--- config.mk ---
export PLATFORM = sky130hd
export DESIGN_NAME = mult_share_arbiter
export DESIGN_NICKNAME = d
export VERILOG_FILES = /design/src/rtl/mult_arb_pkg.sv /design/src/rtl/rr_arbiter.sv /design/src/rtl/wallace_multiplier.sv /design/src/rtl/mult_share_arbiter.sv
export SDC_FILE = /design/constraint.sdc
export NUM_CORES = 1
export LEC_CHECK = 0
export CAP_MARGIN = 0
export CORE_UTILIZATION = 35
export DETAILED_ROUTE_END_ITERATION = 8
export HOLD_SLACK_MARGIN = 0.02
export MAX_ROUTING_LAYER = met4
export SETUP_SLACK_MARGIN = 0.02
export SLEW_MARGIN = 40
export SYNTH_ARGS = -nofsm -noshare
export SYNTH_HDL_FRONTEND = slang
export SYNTH_SLANG_ARGS = --single-unit
--- constraint.sdc ---
create_clock -name clk -period 12.1 [get_ports clk]
set_clock_uncertainty 0.2 [all_clocks]
set_input_delay 2.42 -clock clk [delete_from_list [all_inputs] [get_ports clk]]
set_output_delay 2.42 -clock clk [all_outputs]
set_load 0.02 [all_outputs]
--- src/rtl/mult_arb_pkg.sv ---
// Shared constants, FSM state type and round-robin pick helper for the
// multiplier-sharing arbiter.
package mult_arb_pkg;

    localparam int OP_W    = 16;
    localparam int PROD_W  = 32;
    localparam int MAX_REQ = 16;

    typedef enum logic [1:0] {
        IDLE = 2'd0,
        MUL  = 2'd1,
        RESP = 2'd2
    } mult_arb_state_t;

    typedef struct packed {
        logic       found;
        logic [3:0] idx;
    } rr_pick_t;

    // Scans nreq positions starting at ptr and returns the first valid index.
    function automatic rr_pick_t rr_pick(input logic [MAX_REQ-1:0] valid,
                                         input logic [3:0]         ptr,
                                         input int                 nreq);
        rr_pick_t r;
        int       idx;
        r = '0;
        for (int k = 0; k < MAX_REQ; k++) begin
            idx = (int'(ptr) + k) % nreq;
            if (k < nreq && !r.found && valid[idx]) begin
                r.found = 1'b1;
                r.idx   = 4'(idx);
            end
        end
        return r;
    endfunction

endpackage

--- src/rtl/rr_arbiter.sv ---
// Combinational round-robin arbiter: one-hot grant for the first valid
// requester at or after ptr, suppressed when enable is low.
module rr_arbiter
    import mult_arb_pkg::*;
#(
    parameter int NREQ = 4,
    localparam int PW  = (NREQ > 1) ? $clog2(NREQ) : 1
) (
    input  logic [NREQ-1:0] valid,
    input  logic [PW-1:0]   ptr,
    input  logic            enable,
    output logic [NREQ-1:0] grant,
    output logic [PW-1:0]   grant_idx,
    output logic            found
);

    logic [MAX_REQ-1:0] valid_ext;
    rr_pick_t           pick;

    always_comb begin
        valid_ext             = '0;
        valid_ext[NREQ-1:0]   = valid;
        pick                  = rr_pick(valid_ext, 4'(ptr), NREQ);
        found                 = enable && pick.found;
        grant_idx             = PW'(pick.idx);
        grant                 = '0;
        if (found) begin
            grant[grant_idx] = 1'b1;
        end
    end

endmodule

--- src/rtl/wallace_multiplier.sv ---
// Combinational unsigned 16x16 multiplier: partial products are reduced with
// 3:2 carry-save compressors and resolved by a single final addition.
module wallace_multiplier (
    input  logic [15:0] a,
    input  logic [15:0] b,
    output logic [31:0] p
);

    logic [31:0] pp [16];
    logic [31:0] s;
    logic [31:0] c;
    logic [31:0] s_n;

    always_comb begin
        for (int i = 0; i < 16; i++) begin
            pp[i] = b[i] ? (32'(a) << i) : 32'd0;
        end
        s   = pp[0];
        c   = pp[1];
        s_n = '0;
        // Carries out of bit 31 are dropped: the product always fits 32 bits.
        for (int i = 2; i < 16; i++) begin
            s_n = s ^ c ^ pp[i];
            c   = ((s & c) | (s & pp[i]) | (c & pp[i])) << 1;
            s   = s_n;
        end
        p = s + c;
    end

endmodule

--- src/rtl/mult_share_arbiter.sv ---
// Shares one combinational multiplier among NREQ valid/ready requesters with
// round-robin grants and a single registered, id-tagged response channel.
module mult_share_arbiter
    import mult_arb_pkg::*;
#(
    parameter int NREQ = 4,
    parameter int IDW  = (NREQ > 1) ? $clog2(NREQ) : 1
) (
    input  logic                 clk,
    input  logic                 rst,
    input  logic [NREQ-1:0]      req_valid,
    input  logic [NREQ*OP_W-1:0] req_a,
    input  logic [NREQ*OP_W-1:0] req_b,
    output logic [NREQ-1:0]      req_ready,
    output logic                 resp_valid,
    input  logic                 resp_ready,
    output logic [IDW-1:0]       resp_id,
    output logic [PROD_W-1:0]    resp_prod,
    output logic                 busy
);

    localparam int PW = (NREQ > 1) ? $clog2(NREQ) : 1;

    mult_arb_state_t   state_q, state_d;
    logic [PW-1:0]     rr_ptr_q, rr_ptr_d;
    logic [OP_W-1:0]   op_a_q, op_a_d;
    logic [OP_W-1:0]   op_b_q, op_b_d;
    logic [PW-1:0]     op_id_q, op_id_d;
    logic [PROD_W-1:0] resp_prod_q, resp_prod_d;
    logic [IDW-1:0]    resp_id_q, resp_id_d;

    logic              accept_window;
    logic [NREQ-1:0]   grant;
    logic [PW-1:0]     grant_idx;
    logic              found;
    logic [PROD_W-1:0] mult_p;

    // Gating with rst keeps req_ready low for the whole reset pulse.
    assign accept_window = !rst && ((state_q == IDLE) || ((state_q == RESP) && resp_ready));

    rr_arbiter #(.NREQ(NREQ)) u_arb (
        .valid     (req_valid),
        .ptr       (rr_ptr_q),
        .enable    (accept_window),
        .grant     (grant),
        .grant_idx (grant_idx),
        .found     (found)
    );

    wallace_multiplier u_mult (
        .a (op_a_q),
        .b (op_b_q),
        .p (mult_p)
    );

    always_comb begin
        state_d     = state_q;
        rr_ptr_d    = rr_ptr_q;
        op_a_d      = op_a_q;
        op_b_d      = op_b_q;
        op_id_d     = op_id_q;
        resp_prod_d = resp_prod_q;
        resp_id_d   = resp_id_q;

        if (found) begin
            op_a_d   = req_a[int'(grant_idx)*OP_W +: OP_W];
            op_b_d   = req_b[int'(grant_idx)*OP_W +: OP_W];
            op_id_d  = grant_idx;
            rr_ptr_d = (grant_idx == PW'(NREQ - 1)) ? '0 : grant_idx + 1'b1;
        end

        case (state_q)
            IDLE: if (found) state_d = MUL;
            MUL: begin
                resp_prod_d = mult_p;
                resp_id_d   = IDW'(op_id_q);
                state_d     = RESP;
            end
            RESP: if (resp_ready) state_d = found ? MUL : IDLE;
            default: state_d = IDLE;
        endcase
    end

    always_ff @(posedge clk or posedge rst) begin
        if (rst) begin
            state_q     <= IDLE;
            rr_ptr_q    <= '0;
            op_a_q      <= '0;
            op_b_q      <= '0;
            op_id_q     <= '0;
            resp_prod_q <= '0;
            resp_id_q   <= '0;
        end else begin
            state_q     <= state_d;
            rr_ptr_q    <= rr_ptr_d;
            op_a_q      <= op_a_d;
            op_b_q      <= op_b_d;
            op_id_q     <= op_id_d;
            resp_prod_q <= resp_prod_d;
            resp_id_q   <= resp_id_d;
        end
    end

    assign req_ready  = grant;
    assign resp_valid = (state_q == RESP);
    assign busy       = (state_q != IDLE);
    assign resp_prod  = resp_prod_q;
    assign resp_id    = resp_id_q;

endmodule
==> Word-level counts from Yosys, hierarchy flattened <==
Index checks and enable logic that the tools add are counted.
{ "totals": {"ff_bits": 72, "output_inout_bits": 40, "word_cells": 183} }
{ "classes": {"addsub": 5, "magnitude_cmp": 6, "n_eq_ne": 5, "shifts": 2, "mux": 39, "bitwise": 101, "reduce_logical": 18} }
{ "ops": {"columns": ["op", "count"], "rows": [
  ["$and 31x31->31", 37],
  ["$or 31x31->31", 28],
  ["$xor 32x32->32", 14],
  ["$shiftx 64x7->16", 2],
  ["$and 31x29->31", 2],
  ["$and 31x30->31", 2],
  ["$add 32x32->32", 1],
  ["$xor 32x18->32", 1],
  ["$xor 32x19->32", 1],
  ["$xor 32x20->32", 1],
  ["$xor 32x21->32", 1],
  ["$xor 32x22->32", 1],
  ["$xor 32x23->32", 1],
  ["$xor 32x24->32", 1],
  ["$xor 32x25->32", 1],
  ["$xor 32x26->32", 1],
  ["$xor 32x27->32", 1],
  ["$xor 32x28->32", 1],
  ["$xor 32x29->32", 1],
  ["$xor 32x30->32", 1],
  ["$xor 32x31->32", 1],
  ["$and 31x28->31", 1],
  ["$mux 31", 1],
  ["$mux 30", 1],
  ["40 further kinds", 73]
]} }

==> Logic depth before layout (Yosys ltp) <==
Gate-level depths: netlist of the first run.
{ "depth": {"ltp_word": 44, "ltp_mapped": 29} }

==> Cells and area by module <==
From an unflattened synthesis of the first run, not the netlist that was laid out.
{ "hier_totals": {"cells_unflattened": 955, "hier_area_um2": 10326.2} }
{ "modules_own_cells": {"columns": ["mod", "instances", "cells_each", "area_each_um2", "seq_area_each_um2"], "rows": [
  ["wallace_multiplier", 1, 662, 6451.2, 0.0],
  ["mult_share_arbiter", 1, 274, 3731.1, 1801.7],
  ["rr_arbiter", 1, 19, 143.9, 0.0]
]} }

==> Worst setup path before layout of the first run <==
No wires, ideal clock.
{ "synth_path": {"kind": "register to register", "from": "register op_a_q[11]", "to": "register resp_prod_q[31] (netlist: resp_prod[31])", "arrival_ns": 9.029, "t_required_ns": 11.805, "path_slack_ns": 2.775, "path_stages_with_launch": 30, "n_path_buf": 2, "synth_period_minus_slack_ns": 9.325, "cell_sequence": "dfrtp_1 clkbuf_1 clkbuf_1 nand2_1 fa_1 fa_1 fa_1 fa_1 fa_1 fa_1 fa_1 fa_1 fa_1 fa_1 fa_1 inv_1 fa_1 fa_1 inv_1 fa_1 inv_1 ha_1 inv_1 fa_1 nand2b_1 a21oi_1 nor2_1 o311ai_4 a21boi_1 o31ai_1"} }
{ "synth_via": {"elab_chain_cells": 44, "word_cells_on_any_way": 115} }
{ "synth_lines": {"columns": ["item", "line", "source"], "rows": [
  ["from (decl)", "mult_share_arbiter.sv:26", "logic [OP_W-1:0] op_a_q, op_a_d;"],
  ["from (signal assigned)", "mult_share_arbiter.sv:96", "op_a_q <= op_a_d;"],
  ["$mux 16, or another cell as far along", "wallace_multiplier.sv:16", "pp[i] = b[i] ? (32'(a) << i) : 32'd0;"],
  ["$and 31x31->31", "wallace_multiplier.sv:24", "c = ((s & c) | (s & pp[i]) | (c & pp[i])) << 1;"],
  ["$or 31x31->31 (2 in series)", "wallace_multiplier.sv:24", null],
  ["$and 31x31->31", "wallace_multiplier.sv:24", null],
  ["$or 31x31->31 (2 in series)", "wallace_multiplier.sv:24", null],
  ["$and 31x31->31", "wallace_multiplier.sv:24", null],
  ["$or 31x31->31 (2 in series)", "wallace_multiplier.sv:24", null],
  ["$and 31x31->31", "wallace_multiplier.sv:24", null],
  ["(+21 left out)", null, null],
  ["$or 31x31->31 (2 in series)", "wallace_multiplier.sv:24", null],
  ["$and 31x31->31", "wallace_multiplier.sv:24", null],
  ["$or 31x31->31 (2 in series)", "wallace_multiplier.sv:24", null],
  ["$and 31x31->31", "wallace_multiplier.sv:24", null],
  ["$or 31x31->31 (2 in series)", "wallace_multiplier.sv:24", null],
  ["$and 31x31->31", "wallace_multiplier.sv:24", null],
  ["$or 31x31->31 (2 in series)", "wallace_multiplier.sv:24", null],
  ["$add 32x32->32 (*)", "wallace_multiplier.sv:27", "p = s + c;"],
  ["to (signal assigned)", "mult_share_arbiter.sv:99", "resp_prod_q <= resp_prod_d;"],
  ["to (decl)", "mult_share_arbiter.sv:29", "logic [PROD_W-1:0] resp_prod_q, resp_prod_d;"]
]} }
Mark *: on every way between the ends. The rest lies on a longest branch, timed or not.
A chain may end at the register's enable or synchronous reset.

==> Worst setup path after layout of the first run <==
{ "layout_path": {"from": "register op_a_q[13]", "to": "register resp_prod_q[31] (netlist: resp_prod[31])"} }
The elaborated chain is that of the path after synthesis.

==> key figures, run 1 <==
Timing
  – Setup tns final: 0 ps
  – Final hold violation count: 0
  – RSZ-0062 raised after global routing: false
  – Measured slew at the worst slew-check pin: 804 ps
  – Rel. slew slack: 46.2%
  – Final Slew Violations: 0
  – Fin crit period: about 9700 ps
  – Tcrit/Tclk final: 80.4%
  – Final Setup Violations: 0
  – F_max: 0.103 GHz

Layout
  – Fill cells: 2839
  – Nets: 1484
  – Fin util: 43.5%
  – Area grow syn2layout: 20.8%
  – Design area: 12700 um2
  – Share of cells above drive strength 1: 7.39%
  – Diode count: 0
  – Multi-input gate area: 8100 um2
  – Sequential cell area: 1800 um2

Clock network
  – H-Tree Depth: 3
  – Post-CTS setup buffer count: 0
  – Root Buffer: clkbuf_16
  – Latest clock arrival within the worst-skew pair: 350 ps
  – CTS Hold Buffers Added: 0
  – Number of CTS-inserted buffers: 9
  – TritonCTS clock tree: built
  – CTS resizes: 0
  – CTS Buffer Depth: 2
  – Total clock sinks: 72
  – Clk slew on worst S/H paths: 70 ps

Synth
  – Synth Register Bits: 72
  – Yosys warnings: 0
  – Cell taking the most area after synthesis: fa_1
  – Synth async-reset ratio: 100%
  – Synth cell types: 47
  – Mean Syn Cell Area: between 10 and 15 um2
  – Top-area cell type share of the netlist area: between 40% and 50%
  – Area contributors post-synth: fa_1 40%, dfrtp_1 17%, mux2i_1 9.4%
  – Main synth FF type: dfrtp_1
  – Sequential area share after synthesis: 17.2%
  – Most common library cells after synthesis: 253 x nand2_1, 210 x fa_1, 98 x mux2i_1
  – Number of synthesized flops with an enable pin: 0
  – Most common cell in the synthesized netlist: nand2_1
  – Mapped Nets: 1374
  – Cells after Synth: a little under 1000
  – Post-Syn Area: 10500 um2

Floorplanning
  – Row cnt: 62
  – Die Span X: ~180 um
  – Core ar.: 29100 um2
  – Initial Util: between 30% and 40%
  – Die H: 175 um
  – IO Count: 175
  – Die area: 30600 um2

Setup path
  – WP data required: 12150 ps
  – Most used cell, CP: fa_1
  – Worst path max stage delay: 680 ps
  – Crit path DAT: 9780 ps
  – Crit-path max FO: 17
  – Critical path class: reg -> reg
  – Reg-to-Reg Start: op_a_q[13]
  – Critical-path cell with the highest stage delay: dfrtp_1
  – Critical path origin: op_a_q[13]
  – R2R Setup Slk: 2370 ps
  – Crit start category: flip-flop
  – Worst setup EP type: flip-flop

Placement
  – Dpl cell area: 12400 um2
  – Hpwl dp: ~18000 um
  – Port Buffers: 174
  – Routability cong.: 0.782

Routing
  – Post-route ant nets: 0
  – Routed WL: 21800 um
  – Vias/cell: 4.90
  – 1st-pass router iterations: 4
  – DRT iter0 DRCs: 203
  – Drt wl/cell: 14.6 um
  – # DRC: 0
  – Vias: 7313

Global route
  – GR Util met3: 1.94%
  – Largest net degree at the start of global routing: 73
  – GR Layer Usage met1: 19.1%
  – GR peak layer: met2
  – Grt met2 use: 29.0%
  – Total congestion overflow: 0
  – First-pass GRT wire length: 39100 um
  – Antenna violations before repair: 0
  – Vias in the first global route: around 8000
  – GR Util All Layers: 16.2%

Hold path
  – Hold Crit Class: reg -> reg
  – Hold Startpoint: resp_prod[16]

Status
  – Status: completed

Run
  – Maxcap violations: 0
==> final timing paths <==
path	end	cells after the start
max in group asynchronous	resp_prod[0]	3
worst max-delay path	resp_prod[31]	25
worst min-delay path	resp_prod[16]	2
min in group asynchronous	state_q[0]	3
worst min register to register	resp_prod[16]	2
worst max register to register	resp_prod[31]	25
==> cell type report <==
type,count,share of cell area [%]
Multi-Input combinational cell,788,64.0
Clock inverter,6,0.395
Tap cell,384,3.80
Timing Repair Buffer,179,14.1
Inverter,54,1.60
Clock buffer,10,1.89
Sequential cell,72,14.2
==> state kept, by name, indices dropped and copies added, names as in the netlist <==
register,flops
resp_prod,32
resp_id,2
op_a_q,16
op_id_q,2
rr_ptr_q,2
op_b_q,16
state_q,2
==> logic make-up (layout without fill, tap and decap cells) <==
logic type                 after synthesis  count (layout)  share of synthesized area, %
DFF                                     72              72                          17.2
AOI/OAI and AO/OA                       63              63                          3.99
buffers and inverters                  134             249                          5.68
adders and majority gates              245             245                          44.3
muxes                                  150             150                          15.0
xor gates and xnor gates                11              11                         0.920
and+or+nand+nor                        319             319                          12.9
==> layout by cell type, fill, tap and decap left out, types with 4 or more instances in the layout <==
cell type        count
clkdlybuf4s50_1    174
dfrtp_1             72
o21ai_1              7
mux2i_1             98
a21oi_1             17
o211ai_1             6
o21ai_0             11
xnor2_1              6
fa_1               210
buf_4                4
xor2_1               5
ha_1                35
a21o_1               5
nand2_1            253
clkbuf_16            9
inv_1               53
nor3_1               7
nor2_1              11
and2_1              28
mux2_2              51
==> critical path, delay by kind of cell, from the launching register on <==
kind,cells,cell delay (ps)
buffers and inverters,2,140
DFF,1,680
adders and majority gates,16,7250
AOI/OAI and AO/OA,4,900
and+or+nand+nor,3,480
==> stage by stage <==
stage	hold slack (ps)	instances	setup WS [ps]
floorplan	254	994	2780
global placement	264	1477	2470
detailed placement	273	1477	2350
CTS	287	1493	2340
global route	310	1493	1810
finish	277	1493	2370
==> metal layers <==
layer / routed length, um / vias up / part of all wire [%]
met5: 0 / - / 0
met4: 368 / 0 / 1.7
met3: 492 / 15 / 2.3
met2: 11600 / 87 / 53
met1: 9340 / 3828 / 43
li1: - / 3383 / -
Power of run 1 is left out: the tool's default activity adds up to more than one toggle a clock period on the data nets, which glitch-free logic cannot reach.
==> run 2, diff against run 1 <==
Clock period 12.1 ns to 9.3 ns, I/O delays scaled along.
==> run 2 against run 1 <==
Net effect: critical path depth stayed put; design area is 3.7% higher; clock-buffer cell count is 1 lower; first-iteration DRC count is 2.5% higher; flip-flop and latch count stayed put; via count is 1.5% higher; sequential share of layout area is 0.45 points lower; final cell count is 2.3% higher; fmax is 4.9% higher; register-to-register slack worse by 2300 ps; worst hold slack hardly changed; critical path type unchanged; largest cell class unchanged.
==> key figures, run 2 (synthesis results as in run 1) <==
Setup path
  – R2R Path End: resp_prod[31]
  – Reg-to-Reg Start: op_b_q[1]
  – Critical path class: reg -> reg
  – Most used cell, CP: fa_1
  – Critical path origin: op_b_q[1]
  – Critical-path cell with the highest stage delay: fa_1
  – R2R Setup Slk: 30 ps
  – Crit start category: flip-flop
  – Crit-path max FO: 6
  – Worst setup EP type: flip-flop
  – Worst path max stage delay: roughly 560 ps
  – Crit path DAT: 9320 ps
  – Worst Setup EP: resp_prod[31]
  – WP data required: 9350 ps
  – Reg2Reg Depth: 25

Layout
  – Diode count: 0
  – Area grow syn2layout: 25.3%
  – Nets: approximately 1500
  – Commonest non-fill, non-tap cell in the layout: nand2_1
  – Fill cells: approximately 2800
  – Commonest cells after routing, fill and taps aside: 249 x nand2_1, 187 x fa_1, 174 x clkdlybuf4s50_1, 98 x mux2i_1, 65 x dfrtp_1
  – Fin cells: 1527
  – Max FFs per register: 32
  – Share of cells above drive strength 1: between 10% and 20%

Timing
  – Measured slew at the worst slew-check pin: about 680 ps
  – Final Setup Violations: 0
  – RSZ-0062 raised after global routing: true
  – F_max: roughly 0.11 GHz
  – Final hold violation count: 0
  – Fin crit period: 9270 ps
  – Setup ws final: roughly 30 ps
  – Tcrit/Tclk final: 99.7%
  – Final Slew Violations: 0
  – Rel. slew slack: 54.7%

Floorplanning
  – Row cnt: between 60 and 70
  – Core ar.: 29100 um2
  – Die Span X: between 150 and 200 um
  – IO Count: 175
  – Die area: 30600 um2
  – Die H: 175 um
  – Initial Util: ~36%

Clock network
  – Total clock sinks: 72
  – Root Buffer: clkbuf_16
  – TritonCTS clock tree: built
  – Latest clock arrival within the worst-skew pair: 350 ps
  – H-Tree Depth: 3
  – Number of CTS-inserted buffers: 9
  – CTS Buffer Depth: 2
  – Clk slew on worst S/H paths: 60 ps

Placement
  – Hpwl dp: 18300 um
  – Port Buffers: 174
  – Post-place setup slack: -155 ps
  – Placed instance count: 1506
  – Routability cong.: 0.818

Routing
  – Post-route ant nets: 0
  – # DRC: 0
  – DRT iter0 DRCs: 208
  – Vias: 7421
  – 1st-pass router iterations: 4
  – Routed WL: roughly 22000 um
  – Vias/cell: 4.86
  – Drt wl/cell: 14.4 um

Global route
  – Total congestion overflow: 0
  – First-pass GRT wire length: 39500 um
  – GR Util All Layers: 16.3%
  – Antenna violations before repair: 0
  – Vias in the first global route: about 8400
  – Largest net degree at the start of global routing: 73

Run
  – Maxcap violations: 0

Status
  – Status: completed

Hold path
  – Hold Crit Class: reg -> reg
==> run 2: changes by cell type in the layout (fill, tap and decap cells not counted), moves of 4 or more <==
cell     delta
fa_1       -23
buf_4      +28
buf_6       +5
nand2_2     +4
dfrtp_2     +7
nand2_1     -4
fa_2       +23
dfrtp_1     -7
==> run 2: worst max-delay path, delay by kind of cell, from the launching register on <==
kind | cells | cell delay, ps
fa+ha+maj | 16 | 7240
compound gates | 4 | 850
flops | 1 | 430
simple gates | 3 | 310
buf+inv | 2 | 120
==> run 2: final cells by class <==
type / instances / area, um2 / share of cell area (%)
tap: 384 / 480 / 3.66
clock buffer: 9 / 225 / 1.72
sequential: 72 / 1810 / 13.8
timing repair buffer: 214 / 2080 / 15.9
clock inverter: 6 / 92.6 / 0.705
inverter: 54 / 203 / 1.54
multi-input combinational: 788 / 8230 / 62.7
==> run 2: per-stage QoR <==
step	instance area [um2]	TNS, ps	utilization [%]	hold WS [ps]
finish	13100	0	45.1	277
global route	13100	-1990	45.1	305
CTS	12900	0	44.5	286
detailed placement	12600	-389	43.3	271
global placement	12600	-7.77	43.1	265
floorplan	10500	0	-	254
==> run 2: metal layers <==
metal	vias up	track usage (%)	share of wire (%)
met5	-	-	0
met4	0	4.53	1.6
met3	17	2.09	2.3
met2	85	30.2	54
met1	3857	18.3	42
li1	3462	-	-
==> run 2: worst min-delay path by stage <==
stage                              from       endpoint  slack (ps)  depth (start not counted)
after floorplan              op_id_q[1]     op_id_q[1]         250                          1
after global placement       op_id_q[1]     op_id_q[1]         270                          1
after detailed placement     op_id_q[1]     op_id_q[1]         270                          1
after CTS                    op_id_q[1]     op_id_q[1]         290                          1
after global routing      resp_prod[18]  resp_prod[18]         300                          2
final                     resp_prod[16]  resp_prod[16]         280                          2
==> run 2: timing repair <==
item	in CTS	in global routing
pin swaps	2	28
buffers inserted	0	6
gates cloned	0	0
hold buffers	0	0
resized for setup	8	45
endpoints found under the setup margin	4	11
Power of run 2 is left out for the same reason.
==> run 3, diff against run 2 <==
Settings changed: SKIP_CTS_REPAIR_TIMING from default to 1.
==> run 3 against run 2 <==
Net effect: fmax up 0.44%; sequential share of layout area up 0.067 points; utilization down 0.25 points; final cell count down 0.26%; worst hold slack about the same; routed wire length down 0.37%; register-to-register slack better by 40 ps; first-iteration DRC count down 9.6%; die area unchanged; design area down 0.55%; setup slack better by 41 ps; flip-flop and latch count unchanged; critical endpoint unchanged; highest routed layer unchanged.
==> key figures, run 3 (synthesis results as in run 1) <==
Layout
  – Design area: 13100 um2
  – Nets: 1515
  – Commonest non-fill, non-tap cell in the layout: nand2_1
  – Area grow syn2layout: 24.6%
  – Diode count: 0
  – Share of cells above drive strength 1: 13.3%
  – Commonest cells after routing, fill and taps aside: 250 x nand2_1, 186 x fa_1, 174 x clkdlybuf4s50_1, 98 x mux2i_1, 66 x dfrtp_1
  – Fill cells: 2804
  – Max FFs per register: 32

Global route
  – Total congestion overflow: 0
  – Vias in the first global route: 8438
  – Antenna violations before repair: 0
  – Largest net degree at the start of global routing: 73
  – GR Util All Layers: between 15 and 20%
  – First-pass GRT wire length: slightly below 40000 um

Setup path
  – Crit start category: flip-flop
  – R2R Setup Slk: 70 ps
  – Worst setup EP type: flip-flop
  – Reg2Reg Depth: 28
  – Worst Setup EP: resp_prod[31]
  – Worst path max stage delay: between 500 and 600 ps
  – Reg-to-Reg Start: op_b_q[0]
  – R2R Path End: resp_prod[31]
  – Crit-path max FO: 6
  – Critical-path cell with the highest stage delay: fa_2
  – Crit path DAT: 9280 ps
  – Critical path origin: op_b_q[0]
  – Critical path class: reg -> reg
  – WP data required: about 9400 ps
  – Most used cell, CP: fa_2

Floorplanning
  – Die Span X: about 180 um
  – Die H: 175 um
  – Row cnt: 62
  – Die area: between 30000 and 40000 um2
  – Initial Util: 36.0%
  – IO Count: 175
  – Core ar.: 29100 um2

Hold path
  – Hold Startpoint: resp_prod[16]
  – Hold Crit Class: reg -> reg

Timing
  – Hold slack: 277 ps
  – Setup tns final: 0 ps
  – Rel. slew slack: between 50% and 60%
  – RSZ-0062 raised after global routing: true
  – Measured slew at the worst slew-check pin: between 600 and 700 ps
  – Final hold violation count: 0
  – Final Setup Violations: 0
  – Setup ws final: 70.8 ps
  – F_max: roughly 0.11 GHz
  – Tcrit/Tclk final: 99.2%
  – Fin crit period: about 9000 ps
  – Final Slew Violations: 0

Clock network
  – Total clock sinks: 72
  – Root Buffer: clkbuf_16
  – Number of CTS-inserted buffers: 9
  – CTS Buffer Depth: 2
  – Clk slew on worst S/H paths: 70 ps
  – Latest clock arrival within the worst-skew pair: 350 ps
  – H-Tree Depth: 3
  – TritonCTS clock tree: built

Routing
  – Routed WL: 21900 um
  – Vias: 7416
  – 1st-pass router iterations: 5
  – Vias/cell: 4.87
  – DRT iter0 DRCs: 188
  – # DRC: 0
  – Post-route ant nets: 0
  – Drt wl/cell: 14.4 um

Placement
  – Dpl cell area: approximately 13000 um2
  – Port Buffers: 174
  – Hpwl dp: around 18000 um
  – Routability cong.: 0.818
  – Post-place setup slack: -155 ps

Status
  – Status: completed

Run
  – Maxcap violations: 0
-- run 3: cell type report --
type	instances	area [um2]	share of cell area, %
inverters	54	203	1.55
well taps	384	480	3.68
repair buffers	210	2050	15.7
multi-input cells	788	8200	62.8
flip-flops and latches	72	1810	13.9
clock buffers	9	225	1.72
clock inverters	6	92.6	0.709
-- run 3: through the flow --
step | utilization [%] | instances
2_1_floorplan | - | 994
3_3_place_gp | 43.1 | 1502
3_5_place_dp | 43.3 | 1506
4_1_cts | 44.4 | 1521
5_1_grt | 44.9 | 1523
6_report | 44.9 | 1523
-- run 3: how the worst min path moves through the flow --
stage                                to  cells after the start  slack, ps
after CTS                    op_id_q[1]                      1        290
after detailed placement     op_id_q[1]                      1        270
final                     resp_prod[16]                      2        280
after floorplan              op_id_q[1]                      1        250
after global routing      resp_prod[18]                      2        300
after global placement       op_id_q[1]                      1        270
-- run 3: routing by layer --
metal / global-route usage, % / part of all wire [%] / vias to the layer above
met2: 30.2 / 54 / 81
met5: - / 0 / -
met4: 4.53 / 1.7 / 0
met3: 2.09 / 2.3 / 18
met1: 18.3 / 42 / 3864
li1: - / - / 3453
-- run 3: critical path, delay by kind of cell, from the launching register on --
family,cells,cell delay (ps)
buffers and inverters,5,400
and+or+nand+nor,3,300
DFF,1,460
AOI/OAI and AO/OA,4,820
adders and majority gates,16,6950
Power of run 3 is left out for the same reason.
